==> src/rtl/fetch_pkg.sv <==
// Shared types for the IF-stage program counter: next-PC source select and its
// priority decode.
package fetch_pkg;

    typedef enum logic [2:0] {
        PC_HOLD   = 3'd0,
        PC_INC    = 3'd1,
        PC_BRANCH = 3'd2,
        PC_CALL   = 3'd3,
        PC_RET    = 3'd4
    } pc_sel_e;

    // halt and stall both freeze everything; halt additionally drives halted.
    function automatic pc_sel_e next_sel(input logic halt, input logic stall,
                                         input logic ret, input logic call,
                                         input logic br_taken);
        if (halt || stall) return PC_HOLD;
        if (ret)           return PC_RET;
        if (call)          return PC_CALL;
        if (br_taken)      return PC_BRANCH;
        return PC_INC;
    endfunction

endpackage

==> src/rtl/ras_stack.sv <==
// Return-address stack: circular storage with a saturating count, so a push
// while full silently replaces the oldest entry.
module ras_stack #(
    parameter int A         = 8,
    parameter int RAS_DEPTH = 4,
    localparam int PW       = $clog2(RAS_DEPTH),
    localparam int CW       = $clog2(RAS_DEPTH) + 1
) (
    input  logic          clk,
    input  logic          reset,
    input  logic          push_i,
    input  logic          pop_i,
    input  logic [A-1:0]  push_data_i,
    output logic [A-1:0]  top_o,
    output logic [CW-1:0] count_o,
    output logic          full_o,
    output logic          empty_o
);

    logic [A-1:0]  mem_q [RAS_DEPTH];
    logic [PW-1:0] sp_q, sp_d;
    logic [CW-1:0] cnt_q, cnt_d;
    logic [PW-1:0] sp_m1;

    // sp_q is the next write slot; when full it also points at the oldest entry.
    assign sp_m1   = sp_q - PW'(1);
    assign top_o   = mem_q[sp_m1];
    assign count_o = cnt_q;
    assign full_o  = (cnt_q == CW'(RAS_DEPTH));
    assign empty_o = (cnt_q == '0);

    always_comb begin
        sp_d  = sp_q;
        cnt_d = cnt_q;
        if (push_i) begin
            sp_d = sp_q + PW'(1);
            if (!full_o) cnt_d = cnt_q + CW'(1);
        end else if (pop_i && !empty_o) begin
            sp_d  = sp_m1;
            cnt_d = cnt_q - CW'(1);
        end
    end

    always_ff @(posedge clk) begin
        if (!reset) begin
            sp_q  <= '0;
            cnt_q <= '0;
        end else begin
            sp_q  <= sp_d;
            cnt_q <= cnt_d;
        end
    end

    always_ff @(posedge clk) begin
        if (reset && push_i) mem_q[sp_q] <= push_data_i;
    end

endmodule

==> src/rtl/fetch_pc_ras.sv <==
// IF-stage program counter with absolute/relative branches, call/return via
// a return-address stack, halt/stall freezing and sticky RAS error flags.
module fetch_pc_ras
    import fetch_pkg::*;
#(
    parameter int A         = 8,
    parameter int RAS_DEPTH = 4,
    localparam int CW       = $clog2(RAS_DEPTH) + 1
) (
    input  logic          clk,
    input  logic          reset,
    input  logic [A-1:0]  inst_addr_reset,
    input  logic          halt,
    input  logic          stall,
    input  logic          ctrl_branch,
    input  logic          take_branch,
    input  logic          branch_rel,
    input  logic [A-1:0]  branch_target,
    input  logic          ctrl_call,
    input  logic          ctrl_ret,
    output logic [A-1:0]  inst_addr_out,
    output logic [CW-1:0] ras_count,
    output logic          ras_overflow,
    output logic          ras_underflow,
    output logic          halted
);

    pc_sel_e      sel;
    logic [A-1:0] pc_q, pc_d, pc_inc, target, ras_top;
    logic         ovf_q, ovf_d, unf_q, unf_d, halted_q;
    logic         ras_full, ras_empty, push, pop;

    assign sel    = next_sel(halt, stall, ctrl_ret, ctrl_call, ctrl_branch && take_branch);
    assign pc_inc = pc_q + A'(1);
    assign target = branch_rel ? pc_q + branch_target : branch_target;
    assign push   = (sel == PC_CALL);
    assign pop    = (sel == PC_RET);

    ras_stack #(.A(A), .RAS_DEPTH(RAS_DEPTH)) u_ras (
        .clk         (clk),
        .reset       (reset),
        .push_i      (push),
        .pop_i       (pop),
        .push_data_i (pc_inc),
        .top_o       (ras_top),
        .count_o     (ras_count),
        .full_o      (ras_full),
        .empty_o     (ras_empty)
    );

    always_comb begin
        pc_d  = pc_q;
        ovf_d = ovf_q;
        unf_d = unf_q;
        unique case (sel)
            PC_HOLD:   pc_d = pc_q;
            PC_INC:    pc_d = pc_inc;
            PC_BRANCH: pc_d = target;
            PC_CALL: begin
                pc_d = target;
                if (ras_full) ovf_d = 1'b1;
            end
            PC_RET: begin
                // An empty return falls through to the next instruction.
                if (ras_empty) begin
                    pc_d  = pc_inc;
                    unf_d = 1'b1;
                end else begin
                    pc_d = ras_top;
                end
            end
            default:   pc_d = pc_q;
        endcase
    end

    always_ff @(posedge clk) begin
        if (!reset) begin
            pc_q     <= inst_addr_reset;
            ovf_q    <= 1'b0;
            unf_q    <= 1'b0;
            halted_q <= 1'b0;
        end else begin
            pc_q     <= pc_d;
            ovf_q    <= ovf_d;
            unf_q    <= unf_d;
            halted_q <= halt;
        end
    end

    assign inst_addr_out = pc_q;
    assign ras_overflow  = ovf_q;
    assign ras_underflow = unf_q;
    assign halted        = halted_q;

endmodule

==> config.mk <==
export PLATFORM = sky130hd
export DESIGN_NAME = fetch_pc_ras
export DESIGN_NICKNAME = d
export VERILOG_FILES = /design/src/rtl/fetch_pkg.sv /design/src/rtl/ras_stack.sv /design/src/rtl/fetch_pc_ras.sv
export SDC_FILE = /design/constraint.sdc
export NUM_CORES = 1
export LEC_CHECK = 0
export ABC_AREA = 1
export ABC_CLOCK_PERIOD_IN_PS = 3000
export CAP_MARGIN = 25
export CORE_ASPECT_RATIO = 0.5
export CORE_MARGIN = 10
export CORE_UTILIZATION = 59
export CTS_CLUSTER_DIAMETER = 100
export DETAILED_ROUTE_END_ITERATION = 8
export PLACE_DENSITY = 0.92
export SLEW_MARGIN = 10
export SYNTH_ARGS = -nofsm -noshare
export SYNTH_HDL_FRONTEND = slang
export SYNTH_HIERARCHICAL = 1
export SYNTH_SLANG_ARGS = --single-unit
export TNS_END_PERCENT = 50
==> constraint.sdc <==
create_clock -name clk -period 3 [get_ports clk]
set_input_delay 0.3 -clock clk [delete_from_list [all_inputs] [get_ports clk]]
set_output_delay 0.3 -clock clk [all_outputs]
set_load 0.005 [all_outputs]
==> results of run 1 <==
## stage by stage
step / setup slack [ns] / util [%]
detailed placement: 0.686 / 74.0
global route: 0.512 / 76.3
global placement: 0.790 / 74.0
CTS: 0.797 / 76.3
floorplan: 1.06 / -
finish: 0.737 / 76.3
## state kept, by name, indices dropped and copies added, names as in the netlist
| signal | cells |
|---|---|
| u_ras/sp_q | 2 |
| u_ras/count_o | 3 |
| ras_overflow | 1 |
| ras_underflow | 1 |
| inst_addr_out | 8 |
| u_ras/mem_q | 32 |
| halted | 1 |
## cells in the final DEF, fill, tap and decap left out, drive strengths merged
cell,Yosys,layout
a21boi,2,2
a21oi,12,12
buf,4,7
bufinv,0,1
clkbuf,1,5
clkdlybuf4s50,0,38
clkinv,0,2
dfxtp,8,8
edfxtp,40,40
fa,2,2
ha,12,12
inv,52,52
nand2,68,68
nand3,30,30
nand3b,3,3
nand4,4,4
nor2,58,58
nor3,2,2
o211ai,2,2
o21a,1,1
o21ai,22,22
o21ba,1,1
o21bai,1,1
o22ai,8,8
or2,2,2
xnor2,3,3
xor2,3,3
## path summary, 6_finish.rpt
| check | startpoint | to | slack [ns] | cells past startpoint |
|---|---|---|---|---|
| max | u_ras/sp_q[0] | inst_addr_out[0] | 0.74 | 9 |
| min | ras_underflow | ras_underflow | 0.48 | 1 |
| max reg2reg | u_ras/sp_q[0] | inst_addr_out[0] | 0.74 | 9 |
| min reg2reg | ras_underflow | ras_underflow | 0.48 | 1 |
## critical path, cell delays in order (launching register included)
cell and delay [ns]:
dfxtp_1 0.32, inv_2 0.25, ha_1 0.41, inv_1 0.30
o21ai_0 0.14, o22ai_1 0.28, nand3_1 0.17, o211ai_1 0.11
nor2_1 0.07, nor2_1 0.08
## layout make-up
type / count / area (um2)
sequential: 48 / 1360
multi-input combinational: 236 / 1290
fill: 287 / 1080
timing repair buffer: 45 / 433
inverter: 52 / 195
tap: 66 / 82.6
clock buffer: 5 / 68.8
clock inverter: 3 / 37.5
## per-layer routing
metal,up-vias,routed length (um)
li1,1221,-
met1,1242,3030
met2,199,3980
met3,33,834
met4,0,262
met5,-,0
## kinds of logic after synthesis
| family | share of synthesized area, % |
|---|---|
| AND/OR/NAND/NOR | 26.6 |
| buffers and inverters | 8.02 |
| AO/OA/AOI/OAI | 9.79 |
| flip-flops | 47.1 |
| adder cells (fa/ha/maj) | 6.59 |
| XOR/XNOR | 1.82 |
## power by group
| part | internal (mW) | switching, mW | leakage (nW) |
|---|---|---|---|
| registers | 0.763 | 0.0308 | 0.431 |
| logic | 0.164 | 0.246 | 1.01 |
| clock network | 0.243 | 0.212 | 0.0532 |
| total | 1.17 | 0.489 | 1.50 |
==> results.py, run 1 <==
metrics = {
    "outcome": {
        "status": "complete, no violations",
    },
    "synth": {
        "avgSynthCellArea_um2": 8.47,
        "ys_ff_latch": 48,
        "ys_warn_count": 6,
        "syn_nets": 380,
        "synth.largest_area_cell": "edfxtp_1",
        "syn-cell-area_um2": 2890,
        "yosysMostFrequentCell": "nand2_1",
        "synth-edff-count": 40,
        "yosysTopAreaCellShare_pct": 41.6,
        "synthTopCellsByCount": "nand2_1, nor2_1, inv_1, edfxtp_1, nand3_1",
        "ys_seq_area_share_pct": 47.1,
        "ys.flop_type": "edfxtp_1",
        "netlist_instances": 341,
        "async_flop_share_pct": 0,
        "ys_types": 35,
        "synth_area_leaders": "edfxtp_1, nand2_1, nor2_1, inv_1, dfxtp_1",
    },
    "sta": {
        "hold_viol": 0,
        "relSlewSlack_pct": 65.1,
        "clock.fmax_ghz": 0.442,
        "setup_viol": 0,
        "worst_slew_pin_slew_ns": 0.522,
        "fin_worst_skew_ns": 0.00536,
        "hold_ws_ns": 0.481,
        "finalSetupTns_ns": 0,
        "final.min_clock_period_ns": 2.26,
        "rsz0062_at_grt": "no",
        "fin_crit_sh_pct": 75.4,
        "slew_viol_final": 0,
    },
    "grt": {
        "grt_overflow": 0,
        "met2_usage_pct": 33.2,
        "met3_usage_pct": 3.48,
        "top_usage_layer": "met2",
        "grt_pass1_vias": 2524,
        "grt_pass1_wl_um": 12900,
        "grt_max_degree": 26,
        "grt_use_total_pct": 19.0,
        "antenna_found_initial": 0,
        "grt.met1_usage_pct": 22.7,
    },
    "placement": {
        "dpl_cell_area_um2": 3370,
        "dp_hpwl_um": 5580,
        "place.gp.congestion": 0.816,
        "port_buffers": 38,
        "dp.cells": 447,
    },
    "die": {
        "core_um2": 4550,
        "dieArea_um2": 8260,
        "die_h_um": 69.5,
        "rows": 17,
        "num_io_pins": 39,
        "initial_core_util_pct": 63.4,
        "die_x_um": 119,
    },
    "drt": {
        "via_per_inst": 5.92,
        "first_pass_iters": 6,
        "drt_wl_total_um": 8100,
        "drc": 0,
        "wire_per_inst_um": 17.8,
        "vias": 2695,
        "ant_nets": 0,
        "drt_iter0_drc": 387,
    },
    "final_layout": {
        "final_cells": 455,
        "drive_gt1_share_pct": 8.74,
        "fin_area_um2": 3470,
        "area_delta_synth_final_pct": 20.3,
        "diodes": 0,
        "nets": 427,
    },
    "critical_path": {
        "endpoint_kind": "register",
        "cp_max_fo": 20,
        "arrival_ns": 2.44,
        "start_kind": "register",
        "crit_type": "reg2reg",
        "cp_data_required_time_ns": 3.17,
    },
    "clocking": {
        "clockBufferDepth": 2,
        "cts_hold_buf": 0,
        "htree_levels": 2,
        "clkLatencyLatePin_ns": 0.30,
        "clkTransAtPathRegs_ns": 0.09,
        "tritoncts": "built",
        "cts_root_buffer": "clkbuf_8",
        "cts_sinks": 48,
        "post_cts_buffers": 0,
        "cts_buffers": 5,
        "cts_resized": 0,
    },
    "pwr": {
        "finalPower_mw": 1.66,
        "leakage_nw": 1.50,
        "ir_drop_v": 0.000244,
        "powerDensity_nw_per_um2": 478,
    },
    "hold_path": {
        "hp-class": "reg2reg",
    },
    "flow_run": {
        "timing.max_cap.violations": 0,
    },
}
(Power assumes the default switching activity.)
==> inputs of run 2 (changes only) <==
--- a/config.mk
+++ b/config.mk
@@ -6,14 +6,14 @@
 export NUM_CORES = 1
 export LEC_CHECK = 0
 export ABC_AREA = 1
-export ABC_CLOCK_PERIOD_IN_PS = 3000
+export ABC_CLOCK_PERIOD_IN_PS = 2100
 export CAP_MARGIN = 25
 export CORE_ASPECT_RATIO = 0.5
 export CORE_MARGIN = 10
-export CORE_UTILIZATION = 59
+export CORE_UTILIZATION = 55
 export CTS_CLUSTER_DIAMETER = 100
 export DETAILED_ROUTE_END_ITERATION = 8
-export PLACE_DENSITY = 0.92
+export PLACE_DENSITY = 0.87
 export SLEW_MARGIN = 10
 export SYNTH_ARGS = -nofsm -noshare
 export SYNTH_HDL_FRONTEND = slang
==> constraint.sdc (replaced) <==
create_clock -name clk -period 2.1 [get_ports clk]
set_input_delay 0.21 -clock clk [delete_from_list [all_inputs] [get_ports clk]]
set_output_delay 0.21 -clock clk [all_outputs]
set_load 0.005 [all_outputs]
==> results.py, run 2 (synthesized netlist as in run 1, its figures left out) <==
metrics = {
    "die": {
        "rows": 18,
        "die_x_um": 122,
        "die_h_um": 71.2,
        "initial_core_util_pct": 57.8,
        "num_io_pins": 39,
        "dieArea_um2": 8720,
        "core_um2": 5000,
    },
    "sta": {
        "worst_slew_pin_slew_ns": 0.389,
        "rsz0062_at_grt": "no",
        "relSlewSlack_pct": 74.0,
        "hold_viol": 0,
        "fin_worst_skew_ns": 0.00750,
        "clock.fmax_ghz": 0.493,
        "slew_viol_final": 0,
        "setup_viol": 0,
        "finalSetupTns_ns": 0,
        "fin_crit_sh_pct": 96.6,
        "final.min_clock_period_ns": 2.03,
    },
    "drt": {
        "drt_iter0_drc": 314,
        "vias": 2671,
        "drt_wl_total_um": 7780,
        "ant_nets": 0,
        "first_pass_iters": 5,
        "via_per_inst": 5.70,
        "wire_per_inst_um": 16.6,
        "drc": 0,
    },
    "grt": {
        "grt_use_total_pct": 18.4,
        "grt_max_degree": 24,
        "grt_pass1_wl_um": 12900,
        "grt_pass1_vias": 2610,
        "grt_overflow": 0,
        "antenna_found_initial": 0,
    },
    "clocking": {
        "htree_levels": 2,
        "cts_root_buffer": "clkbuf_8",
        "cts_sinks": 48,
        "post_cts_buffers": 0,
        "cts_resized": 0,
        "cts_buffers": 5,
        "cts_hold_buf": 0,
        "clockBufferDepth": 2,
        "clkTransAtPathRegs_ns": 0.09,
        "tritoncts": "built",
        "clkLatencyLatePin_ns": 0.31,
    },
    "hold_path": {
        "hold_end": "ras_overflow",
        "whs_path_depth": 2,
        "hp-class": "reg2reg",
        "worstHoldStart": "ras_overflow",
    },
    "critical_path": {
        "slowest_stage": "dfxtp_1",
        "start_kind": "register",
        "slowest_delay_ns": 0.40,
        "crit_type": "reg2reg",
        "crit_chain": "inv_1 -> ha_1 -> buf_4 -> o21ai_0 -> o22ai_1 -> nand2_1 -> o21ai_1 -> nand2_1 -> nand3_1 -> o21ai_1 -> inv_1",
        "endpoint_kind": "register",
        "critPathTopFamily": "compound AO/OA/AOI/OAI gates",
        "r2r-start": "u_ras/sp_q[1]",
        "r2r_slack_ns": 0.07,
        "path_buf_inv": 3,
        "cp_max_fo": 8,
        "arrival_ns": 2.21,
        "reg2regPathDepth": 11,
        "reg2reg_to": "inst_addr_out[3]",
        "cp_data_required_time_ns": 2.29,
    },
    "placement": {
        "dp_hpwl_um": 5490,
        "port_buffers": 38,
        "place.gp.congestion": 0.948,
    },
    "pwr": {
        "ir_drop_v": 0.000449,
        "powerDensity_nw_per_um2": 737,
        "leakage_nw": 1.57,
        "finalPower_mw": 2.66,
    },
    "final_layout": {
        "area_delta_synth_final_pct": 24.9,
        "diodes": 0,
        "final_cell_mix": "nand2_1, nor2_1, inv_1",
        "layout_commonest_cell": "nand2_1",
        "fillers": 339,
        "drive_gt1_share_pct": 11.8,
        "largest_register_ffs": 32,
        "regMostFlops": "u_ras/mem_q",
        "nets": 437,
    },
    "flow_run": {
        "timing.max_cap.violations": 0,
    },
    "outcome": {
        "status": "complete, no violations",
    },
}
[run 2: changes by cell type in the layout (fill, tap and decap cells not counted)]
cell and change:
inv_1 -1, clkinv_1 -2, inv_2 +1, buf_4 +10, bufinv_16 +2
[run 2: final cells by class]
cell class / count / area (um2) / share of cell area, %
sequential: 48 / 1360 / 37.8
clock buffer: 5 / 68.8 / 1.91
multi-input combinational: 236 / 1290 / 35.9
tap: 70 / 87.6 / 2.43
clock inverter: 3 / 90.1 / 2.50
inverter: 52 / 195 / 5.41
timing repair buffer: 55 / 508 / 14.1
[run 2: per-layer routing]
metal  track usage [%]  share of wire (%)
met5                 0                  0
met4              6.36                1.8
met3              4.46                9.8
met2              29.8                 48
met1              23.7                 40
[run 2: through the flow]
stage	cell area (um2)	setup slack, ns	std cells	hold WS [ns]	utilization (%)
2_1_floorplan	2890	0.156	341	0.303	-
3_3_place_gp	3450	0.0745	461	0.448	68.9
3_5_place_dp	3450	-0.0558	461	0.471	68.9
4_1_cts	3610	0.0225	469	0.487	72.1
5_1_grt	3610	0.00151	469	0.519	72.1
6_report	3610	0.0717	469	0.483	72.1
[run 2: worst max-delay path by stage]
| stage | startpoint | end | slack, ns | depth (start not counted) |
|---|---|---|---|---|
| 6_report | u_ras/sp_q[1] | inst_addr_out[3] | 0.07 | 11 |
| 5_1_grt | u_ras/sp_q[1] | inst_addr_out[3] | 0.002 | 11 |
| 4_1_cts | u_ras/sp_q[1] | inst_addr_out[3] | 0.02 | 11 |
| 3_5_place_dp | branch_target[0] | inst_addr_out[2] | -0.06 | 9 |
| 3_3_place_gp | branch_target[0] | inst_addr_out[1] | 0.07 | 8 |
| 2_1_floorplan | u_ras/sp_q[0] | inst_addr_out[6] | 0.16 | 10 |
[run 2: worst min-delay path: stages, from the launching register on]
cell	delay, ns
dfxtp_1	0.33
inv_1	0.04
a21boi_0	0.07
[run 2: power by group]
group / switching, mW / internal (mW) / total, mW
clock network: 0.325 / 0.595 / 0.920
registers: 0.0266 / 1.09 / 1.12
logic: 0.365 / 0.255 / 0.620
==> inputs of run 3 (changes only) <==
--- a/config.mk
+++ b/config.mk
@@ -10,10 +10,11 @@
 export CAP_MARGIN = 25
 export CORE_ASPECT_RATIO = 0.5
 export CORE_MARGIN = 10
-export CORE_UTILIZATION = 55
+export CORE_UTILIZATION = 45
 export CTS_CLUSTER_DIAMETER = 100
 export DETAILED_ROUTE_END_ITERATION = 8
-export PLACE_DENSITY = 0.87
+export GPL_ROUTABILITY_DRIVEN = 0
+export PLACE_DENSITY = 0.74
 export SLEW_MARGIN = 10
 export SYNTH_ARGS = -nofsm -noshare
 export SYNTH_HDL_FRONTEND = slang
==> results.py, run 3 (synthesized netlist as in run 1, its figures left out) <==
metrics = {
    "drt": {
        "drt_wl_total_um": 7070,
        "drt_iter0_drc": 171,
        "wire_per_inst_um": 14.5,
        "ant_nets": 0,
        "vias": 2496,
        "first_pass_iters": 4,
        "via_per_inst": 5.11,
        "drc": 0,
    },
    "clocking": {
        "cts_hold_buf": 0,
        "htree_levels": 2,
        "cts_root_buffer": "clkbuf_16",
        "cts_sinks": 48,
        "cts_buffers": 5,
        "clkLatencyLatePin_ns": 0.28,
        "clockBufferDepth": 2,
        "clkTransAtPathRegs_ns": 0.07,
        "tritoncts": "built",
    },
    "critical_path": {
        "crit_chain": "inv_1 -> ha_2 -> clkinvlp_2 -> o21ai_0 -> o22ai_1 -> nand3_1 -> nand2_1 -> nor2_1 -> a21oi_1",
        "r2r-start": "u_ras/sp_q[1]",
        "reg2regPathDepth": 9,
        "crit_type": "reg2reg",
        "r2r_slack_ns": 0.18,
        "cp_max_fo": 4,
        "arrival_ns": 1.95,
        "slowest_delay_ns": 0.38,
        "slowest_stage": "ha_2",
        "cp_data_required_time_ns": 2.14,
        "reg2reg_to": "inst_addr_out[4]",
        "endpoint_kind": "register",
        "start_kind": "register",
    },
    "die": {
        "initial_core_util_pct": 46.9,
        "rows": 20,
        "die_x_um": 133,
        "num_io_pins": 39,
        "die_h_um": 76.6,
        "core_um2": 6160,
        "dieArea_um2": 10200,
    },
    "pwr": {
        "powerDensity_nw_per_um2": 690,
        "comb_power_share_pct": 24.0,
        "pwr-share-clk_pct": 31.2,
        "p_switching_mw": 0.719,
        "ir_drop_v": 0.000435,
        "switching_share_pct": 28.7,
        "pwr-share-seq_pct": 44.8,
        "p_int_mw": 1.78,
        "leakage_nw": 1.55,
        "finalPower_mw": 2.50,
    },
    "grt": {
        "grt_pass1_wl_um": 11900,
        "grt_use_total_pct": 13.9,
        "antenna_found_initial": 0,
        "grt_max_degree": 20,
        "grt_overflow": 0,
        "grt_pass1_vias": 2412,
    },
    "outcome": {
        "status": "complete, no violations",
    },
    "hold_path": {
        "hp-class": "reg2reg",
        "hold_end": "ras_overflow",
        "worstHoldStart": "ras_overflow",
        "whs_path_depth": 2,
    },
    "final_layout": {
        "final_cells": 488,
        "final_cell_mix": "nand2_1, nor2_1, inv_1",
        "diodes": 0,
        "drive_gt1_share_pct": 12.3,
        "largest_register_ffs": 32,
        "regMostFlops": "u_ras/mem_q",
        "layout_commonest_cell": "nand2_1",
        "final-seq-area_um2": 1360,
        "fillers": 545,
        "multi_input_area_um2": 1300,
        "nets": 438,
        "area_delta_synth_final_pct": 25.6,
    },
    "placement": {
        "dp_hpwl_um": 5280,
        "dp.cells": 477,
        "port_buffers": 38,
        "dpl_worst_slack_ns": 0.0260,
    },
    "sta": {
        "worst_slew_pin_slew_ns": 0.439,
        "finalSetupTns_ns": 0,
        "relSlewSlack_pct": 70.7,
        "final.min_clock_period_ns": 1.92,
        "setup_ws_ns": 0.185,
        "setup_viol": 0,
        "fin_crit_sh_pct": 91.2,
        "clock.fmax_ghz": 0.522,
        "hold_viol": 0,
        "rsz0062_at_grt": "no",
        "slew_viol_final": 0,
        "fin_worst_skew_ns": 0.00309,
    },
    "flow_run": {
        "timing.max_cap.violations": 0,
    },
}
[run 3: cell types whose count changed in the layout (fill, tap and decap cells not counted), sizes merged]
| cell | previous run | this run |
|---|---|---|
| bufinv | 3 | 0 |
| clkinv | 0 | 1 |
| clkinvlp | 0 | 4 |
| inv | 52 | 51 |
[run 3: worst max path at each step]
stage                                 from               end  cells past startpoint
after floorplan              u_ras/sp_q[0]  inst_addr_out[6]                     10
after CTS                    u_ras/sp_q[1]  inst_addr_out[3]                     11
final                        u_ras/sp_q[1]  inst_addr_out[4]                      9
after detailed placement  branch_target[0]  inst_addr_out[2]                      9
after global placement    branch_target[0]  inst_addr_out[2]                      9
after global routing         u_ras/sp_q[1]  inst_addr_out[3]                     11
[run 3: stage by stage]
step	hold slack (ns)	utilization, %	instance area, um2
global route	0.502	58.9	3630
global placement	0.450	56.1	3450
CTS	0.468	58.5	3600
finish	0.463	58.9	3630
floorplan	0.303	-	2890
detailed placement	0.455	56.1	3450
[run 3: cell type report]
cell class                      instances  area share [%]
Sequential cell                        48            37.6
Tap cell                               88            3.04
Timing Repair Buffer                   55            14.0
Inverter                               52            5.49
Clock inverter                          3           0.518
Multi-Input combinational cell        236            35.8
Clock buffer                            5            3.45
Timing Repair inverter                  1           0.138
[run 3: timing repair]
action                     in CTS  in global routing
setup endpoints to repair       0                  7
resized for setup               0                  3
setup buffers                   0                  2
[run 3: routing by layer]
metal / vias up / wire length, um / track usage, %
met4: 0 / 39 / 3.02
met3: 2 / 427 / 1.84
met1: 1179 / 3160 / 18.4
met5: - / 0 / 0
li1: 1246 / - / -
met2: 69 / 3450 / 23.5
[run 3: worst max-delay path, delay by kind of cell (launching register included)]
| family | cells | cell delay [ns] |
|---|---|---|
| AOI/OAI and AO/OA | 3 | 0.36 |
| buffers and inverters | 2 | 0.28 |
| adders and majority gates | 1 | 0.38 |
| and+or+nand+nor | 3 | 0.30 |
| DFF | 1 | 0.35 |
[run 3: power groups by stage]
stage / logic, mW / clock network [mW] / registers [mW]
finish: 0.599 / 0.781 / 1.12
global route: 0.677 / 0.833 / 1.13
CTS: 0.583 / 0.789 / 1.12
detailed placement: 0.579 / 0 / 1.14
global placement: 0.554 / 0 / 1.14
floorplan: 0.350 / 0 / 1.15
